[src/rtl/ervp_access_router_multi.sv]
// Address-region access router: steers each request to one of NUM_TARGET ports
// and returns replies to the initiator in request order via a tag FIFO.
module ervp_access_router_multi #(
    parameter int BW_ADDR         = 32,
    parameter int BW_ACCESS       = 32,
    parameter int NUM_TARGET      = 3,
    parameter int NUM_TXN_BUFFER  = 4,
    parameter int HAS_DEFAULT     = 1,
    parameter int DEFAULT_TARGET  = NUM_TARGET - 1,
    parameter int WRITE_HAS_REPLY = 0,
    parameter logic [BW_ACCESS-1:0] ERROR_RDATA = BW_ACCESS'(32'hDEAD_BEEF)
) (
    input  logic                             clk,
    input  logic                             rst,
    input  logic                             clear,
    input  logic                             enable,
    output logic                             busy,
    input  logic [NUM_TARGET-1:0]            target_enable,
    input  logic [BW_ADDR*NUM_TARGET-1:0]    region_start_list,
    input  logic [BW_ADDR*NUM_TARGET-1:0]    region_last_list,
    output logic                             access_rcqready,
    input  logic                             access_rcqvalid,
    input  logic [BW_ADDR-1:0]               access_rcqaddr,
    input  logic                             access_rcqwrite,
    input  logic [BW_ACCESS/8-1:0]           access_rcqwstrb,
    input  logic [BW_ACCESS-1:0]             access_rcqwdata,
    output logic                             access_rcyvalid,
    output logic [BW_ACCESS-1:0]             access_rcyrdata,
    output logic                             access_rcyerror,
    input  logic [NUM_TARGET-1:0]            tgt_scqready,
    output logic [NUM_TARGET-1:0]            tgt_scqvalid,
    output logic [BW_ADDR-1:0]               tgt_scqaddr,
    output logic                             tgt_scqwrite,
    output logic [BW_ACCESS/8-1:0]           tgt_scqwstrb,
    output logic [BW_ACCESS-1:0]             tgt_scqwdata,
    input  logic [NUM_TARGET-1:0]            tgt_scyvalid,
    input  logic [BW_ACCESS*NUM_TARGET-1:0]  tgt_scyrdata,
    output logic                             order_violation
);

    localparam int unsigned BW_TAG = $clog2(NUM_TARGET + 1);
    localparam int unsigned BW_PTR = $clog2(NUM_TXN_BUFFER);
    localparam int unsigned BW_CNT = BW_PTR + 1;
    localparam logic [BW_TAG-1:0] ERR_TAG = BW_TAG'(NUM_TARGET);

    logic [BW_TAG-1:0] fifo_tag [NUM_TXN_BUFFER];
    logic [BW_PTR-1:0] wptr;
    logic [BW_PTR-1:0] rptr;
    logic [BW_CNT-1:0] count;
    logic              violation_flag;

    logic [BW_TAG-1:0] sel;
    logic [BW_TAG-1:0] head;
    logic              sel_ready;
    logic              needs_reply;
    logic              fifo_empty;
    logic              fifo_full;
    logic              allowed;
    logic              push;
    logic              pop;
    logic              stray_reply;

    // Region decode: default first, then descending scan so the lowest index wins.
    always_comb begin
        sel = ERR_TAG;
        if (HAS_DEFAULT != 0 && target_enable[DEFAULT_TARGET])
            sel = BW_TAG'(DEFAULT_TARGET);
        for (int i = NUM_TARGET - 1; i >= 0; i--) begin
            if (target_enable[i] &&
                access_rcqaddr >= region_start_list[i*BW_ADDR +: BW_ADDR] &&
                access_rcqaddr <= region_last_list[i*BW_ADDR +: BW_ADDR])
                sel = BW_TAG'(i);
        end
    end

    assign fifo_empty  = (count == '0);
    assign fifo_full   = (count == BW_CNT'(NUM_TXN_BUFFER));
    assign needs_reply = ~access_rcqwrite | (WRITE_HAS_REPLY != 0);
    assign allowed     = enable & (~needs_reply | ~fifo_full);

    // Request steering; the ERR tag is absorbed here without touching any target.
    always_comb begin
        sel_ready    = 1'b0;
        tgt_scqvalid = '0;
        for (int i = 0; i < NUM_TARGET; i++) begin
            if (sel == BW_TAG'(i)) begin
                sel_ready       = tgt_scqready[i];
                tgt_scqvalid[i] = allowed & access_rcqvalid;
            end
        end
        if (sel == ERR_TAG)
            access_rcqready = allowed;
        else
            access_rcqready = allowed & (~access_rcqvalid | sel_ready);
    end

    assign tgt_scqaddr  = access_rcqaddr;
    assign tgt_scqwrite = access_rcqwrite;
    assign tgt_scqwstrb = access_rcqwstrb;
    assign tgt_scqwdata = access_rcqwdata;

    assign head = fifo_tag[rptr];
    assign push = access_rcqvalid & access_rcqready & needs_reply;

    // Reply selection from the FIFO head; any reply not from the head is stray.
    always_comb begin
        access_rcyvalid = 1'b0;
        access_rcyerror = 1'b0;
        access_rcyrdata = ERROR_RDATA;
        stray_reply     = 1'b0;
        if (!fifo_empty && head == ERR_TAG) begin
            access_rcyvalid = 1'b1;
            access_rcyerror = 1'b1;
        end
        for (int i = 0; i < NUM_TARGET; i++) begin
            if (tgt_scyvalid[i]) begin
                if (!fifo_empty && head == BW_TAG'(i)) begin
                    access_rcyvalid = 1'b1;
                    access_rcyrdata = tgt_scyrdata[i*BW_ACCESS +: BW_ACCESS];
                end else begin
                    stray_reply = 1'b1;
                end
            end
        end
    end

    assign pop = access_rcyvalid;

    always_ff @(posedge clk or posedge rst) begin
        if (rst) begin
            wptr           <= '0;
            rptr           <= '0;
            count          <= '0;
            violation_flag <= 1'b0;
        end else if (clear) begin
            wptr           <= '0;
            rptr           <= '0;
            count          <= '0;
            violation_flag <= 1'b0;
        end else begin
            if (push) wptr <= wptr + BW_PTR'(1);
            if (pop)  rptr <= rptr + BW_PTR'(1);
            if (push && !pop)
                count <= count + BW_CNT'(1);
            else if (!push && pop)
                count <= count - BW_CNT'(1);
            violation_flag <= violation_flag | stray_reply;
        end
    end

    // Tag storage needs no reset: entries are only read while count covers them.
    always_ff @(posedge clk) begin
        if (push && !clear)
            fifo_tag[wptr] <= sel;
    end

    assign busy            = ~fifo_empty;
    assign order_violation = violation_flag;

endmodule

[config.mk]
export PLATFORM = sky130hd
export DESIGN_NAME = ervp_access_router_multi
export DESIGN_NICKNAME = d
export VERILOG_FILES = /design/src/rtl/ervp_access_router_multi.sv
export SDC_FILE = /design/constraint.sdc
export NUM_CORES = 1
export LEC_CHECK = 0
export ABC_AREA = 1
export CORE_AREA = 2 2 185 187
export CTS_BUF_LIST = sky130_fd_sc_hd__clkbuf_4 sky130_fd_sc_hd__clkbuf_8 sky130_fd_sc_hd__clkbuf_16
export DETAILED_ROUTE_END_ITERATION = 7
export DIE_AREA = 0 0 187 189
export GPL_TIMING_DRIVEN = 0
export SYNTH_ARGS = -nofsm -noshare
export SYNTH_HDL_FRONTEND = slang
export SYNTH_SLANG_ARGS = --single-unit
[constraint.sdc]
create_clock -name clk -period 4.2 [get_ports clk]
set_input_delay 0.63 -clock clk [delete_from_list [all_inputs] [get_ports clk]]
set_output_delay 0.63 -clock clk [all_outputs]
set_load 0.01 [all_outputs]
== Yosys cells after proc, flatten, opt, wreduce, memory -nomap -nowiden ==
Memory sizes are Yosys's and may differ from the RTL's.
Index checks and enable logic that the tools add are counted.

* Input bits: 371
* Word-level logic and storage cells: 97
* Memories: 1
* Bits in registers: 8
* Output and inout port bits: 109
* Memory bits (writable): 8

* Add/subtract/negate cells: 4
* Reduce and logical (&&, ||, !) cells: 23
* Bitwise logic cells: 12
* Eq/ne operators: 7
* Magnitude comparators: 6
* Muxes and demuxes: 40

{| class="wikitable"
|+ Memory list
! memory !! depth !! width !! rd ports !! clocked after memory_dff !! wr ports !! RTL line !! RTL
|-
| fifo_tag || 4 || 2 || 1 || 0 || 1 || 46 || <nowiki>logic [BW_TAG-1:0] fifo_tag [NUM_TXN_BUFFER];</nowiki>
|}

{| class="wikitable"
|+ Operator list
! operator !! count
|-
| $mux W32 || 6
|-
| $ge A32 B32 Y1 || 3
|-
| $le A32 B32 Y1 || 3
|-
| $mux W1 || 25
|-
| $logic_and A1 B1 Y1 || 13
|-
| $mux W2 || 6
|-
| $mux W3 || 3
|-
| $eq A2 B2 Y1 const B || 4
|-
| $and A1 B1 Y1 || 5
|-
| $add A2 B1 Y2 const B || 2
|-
| $eq A2 B1 Y1 const B || 2
|-
| $logic_not A1 Y1 || 4
|-
| $logic_not A2 Y1 || 2
|-
| $not A1 Y1 || 4
|-
| $reduce_bool A2 Y1 || 2
|-
| $add A3 B1 Y3 const B || 1
|-
| $eq A3 B3 Y1 const B || 1
|-
| $logic_not A3 Y1 || 1
|-
| $or A1 B1 Y1 || 3
|-
| $reduce_bool A3 Y1 || 1
|-
| $sub A3 B1 Y3 const B || 1
|}

== Depth between registers and ports, before layout ==
Gate-level depths: netlist of run 1.

* Depth in word-level cells: 20
* Mapped depth: 25
* Mapped depth without buffers: 25

== Worst setup path before layout of run 1 ==
Ideal clock, no wire load.

* Kind: input-to-reg
* Start point: in region_last_list[31]
* End point: reg count[2]
* Path slack: 1401 ps
* Stages on the path: 18
* Library setup time: 117 ps
* Data arrival time: 2681 ps
* Data required time: 4083 ps
* Path buffers: 0
* Cells stage by stage: inv_1 ha_1 nand2_1 nor2_2 nand2_1 nor4_2 nand4_1 nand2_1 nand3_2 nand3_1 nand3_2 nand3_4 inv_1 fa_1 inv_1 nand3_1 nand3_1 nand2_1

* Word-level cells in the longest chain between the ends: 15
* Elaborated cells on any way between the ends: 21
* Those cells by class: order compare (1); eq/ne (3); mux (7); bitwise (4); reduce/logical (6)

{| class="wikitable"
|+ Ends and longest elaborated chain
! element !! RTL line !! RTL
|-
| start, declared || 20 || <nowiki>input logic [BW_ADDR*NUM_TARGET-1:0] region_last_list,</nowiki>
|-
| $le A32 B32 Y1 * || 71 || <nowiki>access_rcqaddr <= region_last_list[i*BW_ADDR +: BW_ADDR])</nowiki>
|-
| $logic_and A1 B1 Y1 * || 70 || <nowiki>access_rcqaddr >= region_start_list[i*BW_ADDR +: BW_ADDR] &&</nowiki>
|-
| $mux W2 * || 69 || <nowiki>if (target_enable[i] &&</nowiki>
|-
| $logic_not A2 Y1 || 86 || <nowiki>if (sel == BW_TAG'(i)) begin</nowiki>
|-
| $mux W1 (3 in series) || 86 ||
|-
| $or A1 B1 Y1 || 94 || <nowiki>access_rcqready = allowed & (~access_rcqvalid | sel_ready);</nowiki>
|-
| $and A1 B1 Y1 || 94 ||
|-
| $mux W1 * || 91 || <nowiki>if (sel == ERR_TAG)</nowiki>
|-
| $and A1 B1 Y1 * (2 in series) || 103 || <nowiki>assign push = access_rcqvalid & access_rcqready & needs_reply;</nowiki>
|-
| $logic_and A1 B1 Y1 or $logic_not A1 Y1 (tied branches) || 143, 145 ||
|-
| $mux W3 or $logic_and A1 B1 Y1 (tied branches) || 143, 145 ||
|-
| $mux W3 or $reduce_bool A3 Y1 (tied branches) || -- ||
|-
| end signal, assigned || 144 || <nowiki>count <= count + BW_CNT'(1);</nowiki>
|-
| end signal, assigned || 146 || <nowiki>count <= count - BW_CNT'(1);</nowiki>
|-
| end, declared || 49 || <nowiki>logic [BW_CNT-1:0] count;</nowiki>
|}

Mark *: on every way between the ends. The rest lies on a longest branch, timed or not.
A chain may end at the register's enable or synchronous reset.

== Worst setup path in the final report of run 1 ==
* Start point: in access_rcqaddr[25]
* End point: out tgt_scqvalid[0]

* Word-level cells in the longest chain between the ends: 8
* Elaborated cells on any way between the ends: 17
* Those cells by class: order compare (6); mux (4); reduce/logical (7)

{| class="wikitable"
|+ Ends and longest elaborated chain
! element !! RTL line !! RTL
|-
| start, declared || 23 || <nowiki>input logic [BW_ADDR-1:0] access_rcqaddr,</nowiki>
|-
| $ge A32 B32 Y1 || 70 ||
|-
| $logic_and A1 B1 Y1 || 69 ||
|-
| $logic_and A1 B1 Y1 || 70 ||
|-
| $mux W1 || 69 ||
|-
| $mux W2 || 69 ||
|-
| $mux W2 * || 69 ||
|-
| $logic_not A2 Y1 * || 86 ||
|-
| $mux W1 * || 86 ||
|-
| end, declared || 31 || <nowiki>output logic [NUM_TARGET-1:0] tgt_scqvalid,</nowiki>
|}

Marks and branches as above.

==> flow_summary.toml, run 1 <==
[synth]
synth_cell_types = 33
yosysMostFrequentCell = "inv_1"
synth_nets = 1371
yosys-top-cells-area = "ha_1 (30%), inv_1 (13%), nand2_1 (13%)"
yosys-top-cells-count = "inv_1 (187), nand2_1 (184), ha_1 (132), nor2_1 (98), buf_4 (69)"
seq_area_frac_synth = 0.0801
syn-mean-instance-area_um2 = 6.34
synth_top_area_cell = "ha_1"
synthFlopType = "edfxtp_1"
synthesis.area_mm2 = 0.00550
ys_warn_count = 0
synth_edf_count = 8
syn_inst = 867
netlist.area_leader.share = 0.300
ys_ff_latch = 16
synth_async_sr_flop_share = 0.500

[place]
port-buffer-count = 379
hpwl_mm = 22.3
place_ws_ns = -0.342
finalWeightedCongestion = 0.933

[worst_hold_path]
hold_start = "wptr[0]"
min_path_cells = 1
hp-class = "flip-flop to flip-flop"

[flow_run]
cap_violations = 0

[clocking]
cts.hold.buffers_added = 0
post_cts_buffers = 0
cts_tree = "built"
clockBufferDepth = 2
cts.clk_slew.worst_paths_ns = 0.05
cts.htree.levels = 1
cts_inserted_buffers = 3
clockRootBuffer = "clkbuf_16"
cts_num_sinks = 16
clkLatencyLatePin_ns = 0.25

[worst_setup_path]
worst_path_max_delay_cell = "clkdlybuf4s50_1"
setup.worst_path.end_class = "output pin"
path_depth = 11
arrival_ns = 3.31
start_kind = "input port"
path_cells = "clkdlybuf4s50_1, ha_1, nand2_1, nor2_2, nand2_2, nor4_4, nand4_1, nand2_2, nand3_2, nor2_1, clkdlybuf4s50_1"
cp_top_family = "simple AND/OR/NAND/NOR gates"
path_class = "input port to output pin"
path_buf_inv = 2
r2r_cells = 13
max_stage_delay_ns = 0.56
r2r_slack_ns = 1.60
required_ns = 3.57
reg2reg_from = "rptr[0]"
crit_fanout = 5
cp-startpoint = "access_rcqaddr[25]"

[routing]
wl_per_cell_um = 14.3
drc = 0
vias = 6564
drtIter0Drc = 103
drtAntennaViolNets = 0
drtPass1Iterations = 4
wirelength_mm = 24.3
via_per_inst = 3.86

[power_and_ir_drop]
leakagePower_nw = 5.02
seqPwrFrac = 0.106
power_w = 0.00198
peakVddDrop_v = 0.000136
intPower_w = 0.00113
switching_share = 0.429
p_clk_frac = 0.095
pwr_density_cell_mw_per_mm2 = 198
power.share.combinational = 0.799
switchingPower_w = 0.000848

[layout]
final_util = 0.300
nets = 1755
drive_gt1_frac = 0.0800
syn_to_final_growth_pct = 81.4

[grt]
grt_pass1_wl_mm = 36.3
track_usage = 0.132
grt_antenna_before_repair = 3
overflow = 0
grt_max_degree = 11
grt_pass1_vias = 6499

[sta]
tns_ns = 0
fin_crit_ns = 3.94
finalSetupViolations = 0
slew_headroom = 0.685
tightestPinTransition_ns = 0.468
finClkSkew_ns = 0.00276
fin_hold_ws_ns = 0.555
layout_worst_path_cycle_share = 0.937
slew_viol_final = 0
hold_viol = 0
layout_setup_ws_ns = 0.264
max_freq_mhz = 254

[floorplanning]
die_w_um = 187
placementRows = 67
start_util = 0.165
ios = 480
coreArea_mm2 = 0.0333
die_area_mm2 = 0.0353
die_h_um = 189

[outcome]
status = "completed"
## cell families (layout without fill, tap and decap cells)
| family | Yosys count | count (layout) | share of synthesized area |
|---|---|---|---|
| AOI/OAI and AO/OA | 128 | 128 | 0.135 |
| adders and majority gates | 133 | 133 | 0.304 |
| buffers and inverters | 265 | 648 | 0.228 |
| DFF | 16 | 16 | 0.0801 |
| other | 0 | 2 | 0 |
| and+or+nand+nor | 325 | 325 | 0.253 |
## cell type report
cell class                      instances  area (um2)
Multi-Input combinational cell        586        3830
Fill cell                            3569       23300
Clock inverter                          1        3.75
Inverter                              190         713
Clock buffer                            3        75.1
Timing Repair Buffer                  379        3800
Antenna cell                            2        5.00
Tap cell                              448         561
Buffer                                 75         541
Sequential cell                        16         440
## worst paths after layout
check,to
max in group asynchronous,wptr[1]
max reg2reg,count[1]
min reg2reg,wptr[0]
min,wptr[0]
max,tgt_scqvalid[0]
min in group asynchronous,order_violation
## layer usage
layer,global-route usage,up-vias,wire (um)
met5,0,-,14
met4,0.0198,2,261
met3,0.0250,14,1520
met2,0.262,252,12800
met1,0.145,2815,9670
li1,-,3481,-
## cells in the final DEF (no fill, tap or decap), drive strengths merged
cell           count
clkdlybuf4s50    368
inv              190
nand2            185
ha               132
nor2             102
buf               74
a21oi             63
o22ai             24
nand3             19
o21ai             18
nand4             12
o21a               8
a22oi              8
dfrtp              8
edfxtp             8
dlymetal6s2s       7
nor3               5
clkbuf             5
a21o               3
diode              2
nor4               2
a31oi              2
dlygate4sd2        2
o22a               1
a32oi              1
fa                 1
clkinv             1
clkdlybuf4s15      1
## state kept, by name, summed over array words and instances (netlist names)
name / flops
count: 3
rptr: 2
order_violation: 1
wptr: 2
fifo_tag: 8
## timing repair
action                                  CTS  global route
gates resized for setup                   7            14
pin swaps                                 0             1
endpoints found under the setup margin    4             3
## power groups by stage
stage	logic [W]	registers (W)	clock network [W]
final	0.00158	0.000210	0.000187
after CTS	0.00161	0.000211	0.000193
after floorplan	0.000776	0.000208	0
after global placement	0.00157	0.000211	0
after detailed placement	0.00160	0.000213	0
after global routing	0.00176	0.000213	0.000200
## stage by stage
stage / cell area [um2] / cells
after floorplan: 5500 / 867
after global placement: 9850 / 1694
after detailed placement: 9850 / 1694
after CTS: 9940 / 1698
after global routing: 9970 / 1700
final: 9970 / 1700
Power figures use the tool's default switching activity.
==> run 2: changes to the inputs <==
--- a/config.mk
+++ b/config.mk
@@ -6,10 +6,10 @@
 export NUM_CORES = 1
 export LEC_CHECK = 0
 export ABC_AREA = 1
-export CORE_AREA = 2 2 185 187
+export CORE_AREA = 2 2 188 190
 export CTS_BUF_LIST = sky130_fd_sc_hd__clkbuf_4 sky130_fd_sc_hd__clkbuf_8 sky130_fd_sc_hd__clkbuf_16
 export DETAILED_ROUTE_END_ITERATION = 7
-export DIE_AREA = 0 0 187 189
+export DIE_AREA = 0 0 190 192
 export GPL_TIMING_DRIVEN = 0
 export SYNTH_ARGS = -nofsm -noshare
 export SYNTH_HDL_FRONTEND = slang
==> constraint.sdc (replaced) <==
create_clock -name clk -period 3.9 [get_ports clk]
set_input_delay 0.585 -clock clk [delete_from_list [all_inputs] [get_ports clk]]
set_output_delay 0.585 -clock clk [all_outputs]
set_load 0.01 [all_outputs]
==> run 2 against run 1 <==
Against the previous run: sequential power increased by 9%; non-clock buffer count rose by 2; sequential cell count unchanged; critical path depth up 4; combinational power up 7%; count of clock-buffer cells in the layout is the same; cell count grew 0.53%; die area is 3.2% higher; wire length fell by 4.2%; worst hold slack worse by 0.014 ns; utilization is 0.66 points lower; design area increased by 0.75%; largest power group unchanged.
==> flow_summary.toml, run 2 (synthesis results as in run 1) <==
[grt]
met3_usage = 0.0252
grt_use_met1 = 0.134
track_usage = 0.119
grt_pass1_wl_mm = 34.0
grt_max_degree = 11
met2_usage = 0.231
grt_pass1_vias = 6413
top_usage_layer = "met2"
overflow = 0
grt_antenna_before_repair = 3

[layout]
drive_gt1_frac = 0.0903
nets = 1757
final_common_cell = "clkdlybuf4s50_1"
reg.largest.list = "fifo_tag: 8 flops, count: 3 flops"
stdcell_count = 1709
regMostFlops = "fifo_tag"
final_cell_mix = "clkdlybuf4s50_1 (350), inv_1 (187), nand2_1 (175), ha_1 (132), nor2_1 (94)"
largest_register_ff_count = 8
regArea_um2 = 440
fillers = 3694
multi_input_area_mm2 = 0.00389
syn_to_final_growth_pct = 82.7

[sta]
slew_viol_final = 0
fin_crit_ns = 3.69
tns_ns = 0
finClkSkew_ns = 0.00128
layout_worst_path_cycle_share = 0.946
hold_viol = 0
max_freq_mhz = 271
rsz0062_at_grt = "false"
tightestPinTransition_ns = 0.458
finalSetupViolations = 0
slew_headroom = 0.691

[routing]
wl_per_cell_um = 13.6
drtIter0Drc = 210
vias = 6541
wirelength_mm = 23.3
drtPass1Iterations = 4
via_per_inst = 3.83
drc = 0
drtAntennaViolNets = 0

[floorplanning]
die_area_mm2 = 0.0365
start_util = 0.160
placementRows = 68
coreArea_mm2 = 0.0343
ios = 480
die_h_um = 192
die_w_um = 190

[clocking]
cts.htree.levels = 1
clockBufferDepth = 2
cts.clk_slew.worst_paths_ns = 0.05
cts_inserted_buffers = 3
clockRootBuffer = "clkbuf_16"
cts_num_sinks = 16
clkLatencyLatePin_ns = 0.25
cts_tree = "built"

[flow_run]
cap_violations = 0

[worst_setup_path]
setup.worst_path.end_class = "output pin"
required_ns = 3.31
crit_top_cell = "nand2_1"
max_stage_delay_ns = 0.46
worst_path_max_delay_cell = "clkdlybuf4s50_1"
arrival_ns = 3.11
path_class = "input port to output pin"
path_cells = "clkdlybuf4s50_1, inv_1, ha_1, a21oi_1, o21ai_0, a21oi_1, nand2_1, nand2_1, nand2_1, nand2_2, nand3_2, nand2_1, inv_1, nor3_1, dlygate4sd2_1"
start_kind = "input port"
crit_fanout = 5

[worst_hold_path]
hp-class = "flip-flop to flip-flop"

[place]
port-buffer-count = 379
hpwl_mm = 21.2
dp_cells = 1701
finalWeightedCongestion = 0.826

[outcome]
status = "completed"

[power_and_ir_drop]
leakagePower_nw = 5.10
peakVddDrop_v = 0.000157
pwr_density_cell_mw_per_mm2 = 211
[run 2: final timing paths]
kind / slack, ns / cells past startpoint / startpoint / end
setup / recovery: 0.21 / 15 / region_last_list[15] / tgt_scqvalid[1]
hold / removal: 0.54 / 2 / order_violation / order_violation
max in group asynchronous: 3.06 / 2 / rst / wptr[1]
hold reg to reg: 0.54 / 2 / order_violation / order_violation
min in group asynchronous: 0.59 / 2 / rst / rptr[0]
setup reg to reg: 1.29 / 13 / rptr[0] / count[1]
[run 2: worst max-delay path: cells and delay by family]
| family | cells | cell delay (ns) |
|---|---|---|
| buffers and inverters | 4 | 0.93 |
| and+or+nand+nor | 7 | 0.74 |
| AOI/OAI and AO/OA | 3 | 0.54 |
| adders and majority gates | 1 | 0.31 |
[run 2: per-stage QoR]
stage | instance area [um2] | util | power [W] | hold slack, ns | worst slack, ns
5_1_grt | 10000 | 0.293 | 0.00232 | 0.578 | 0.0185
2_1_floorplan | 5500 | - | 0.00106 | 0.401 | 1.15
6_report | 10000 | 0.293 | 0.00212 | 0.541 | 0.210
3_5_place_dp | 9860 | 0.288 | 0.00193 | 0.542 | -0.604
4_1_cts | 9980 | 0.291 | 0.00214 | 0.553 | -0.125
3_3_place_gp | 9860 | 0.288 | 0.00190 | 0.524 | -0.602
[run 2: area by class of cell]
class,count,area share
clock inverters,1,0.000374
clock buffers,3,0.00747
plain buffers,75,0.0538
well taps,455,0.0567
diodes,2,0.000498
flip-flops and latches,16,0.0438
repair buffers,381,0.380
multi-input cells,586,0.387
inverters,190,0.0710
[run 2: per-layer routing]
metal / vias to the layer above / wire length, um
li1: 3481 / -
met1: 2790 / 9180
met2: 251 / 11900
met3: 17 / 1870
met4: 2 / 289
met5: - / 13
[run 2: where the power goes]
| group | total, W | leakage, nW | switching (W) | internal (W) |
|---|---|---|---|---|
| combinational | 0.00169 | 4.89 | 0.000810 | 0.000877 |
| sequential | 0.000228 | 0.176 | 0.0000232 | 0.000205 |
| clock | 0.000202 | 0.0385 | 0.0000654 | 0.000136 |
[run 2: what timing repair did]
item / in CTS / in global routing
hold buffers: 0 / 0
gates resized for setup: 30 / 21
setup buffers: 2 / 0
endpoints found under the setup margin: 6 / 5
pin swaps: 6 / 8
==> run 3: changes to the inputs <==
--- a/config.mk
+++ b/config.mk
@@ -8,6 +8,7 @@
 export ABC_AREA = 1
 export CORE_AREA = 2 2 188 190
 export CTS_BUF_LIST = sky130_fd_sc_hd__clkbuf_4 sky130_fd_sc_hd__clkbuf_8 sky130_fd_sc_hd__clkbuf_16
+export CTS_CLUSTER_SIZE = 20
 export DETAILED_ROUTE_END_ITERATION = 7
 export DIE_AREA = 0 0 190 192
 export GPL_TIMING_DRIVEN = 0
==> results of run 3 <==
Final layout, timing and power as in run 2 (identical DEF).
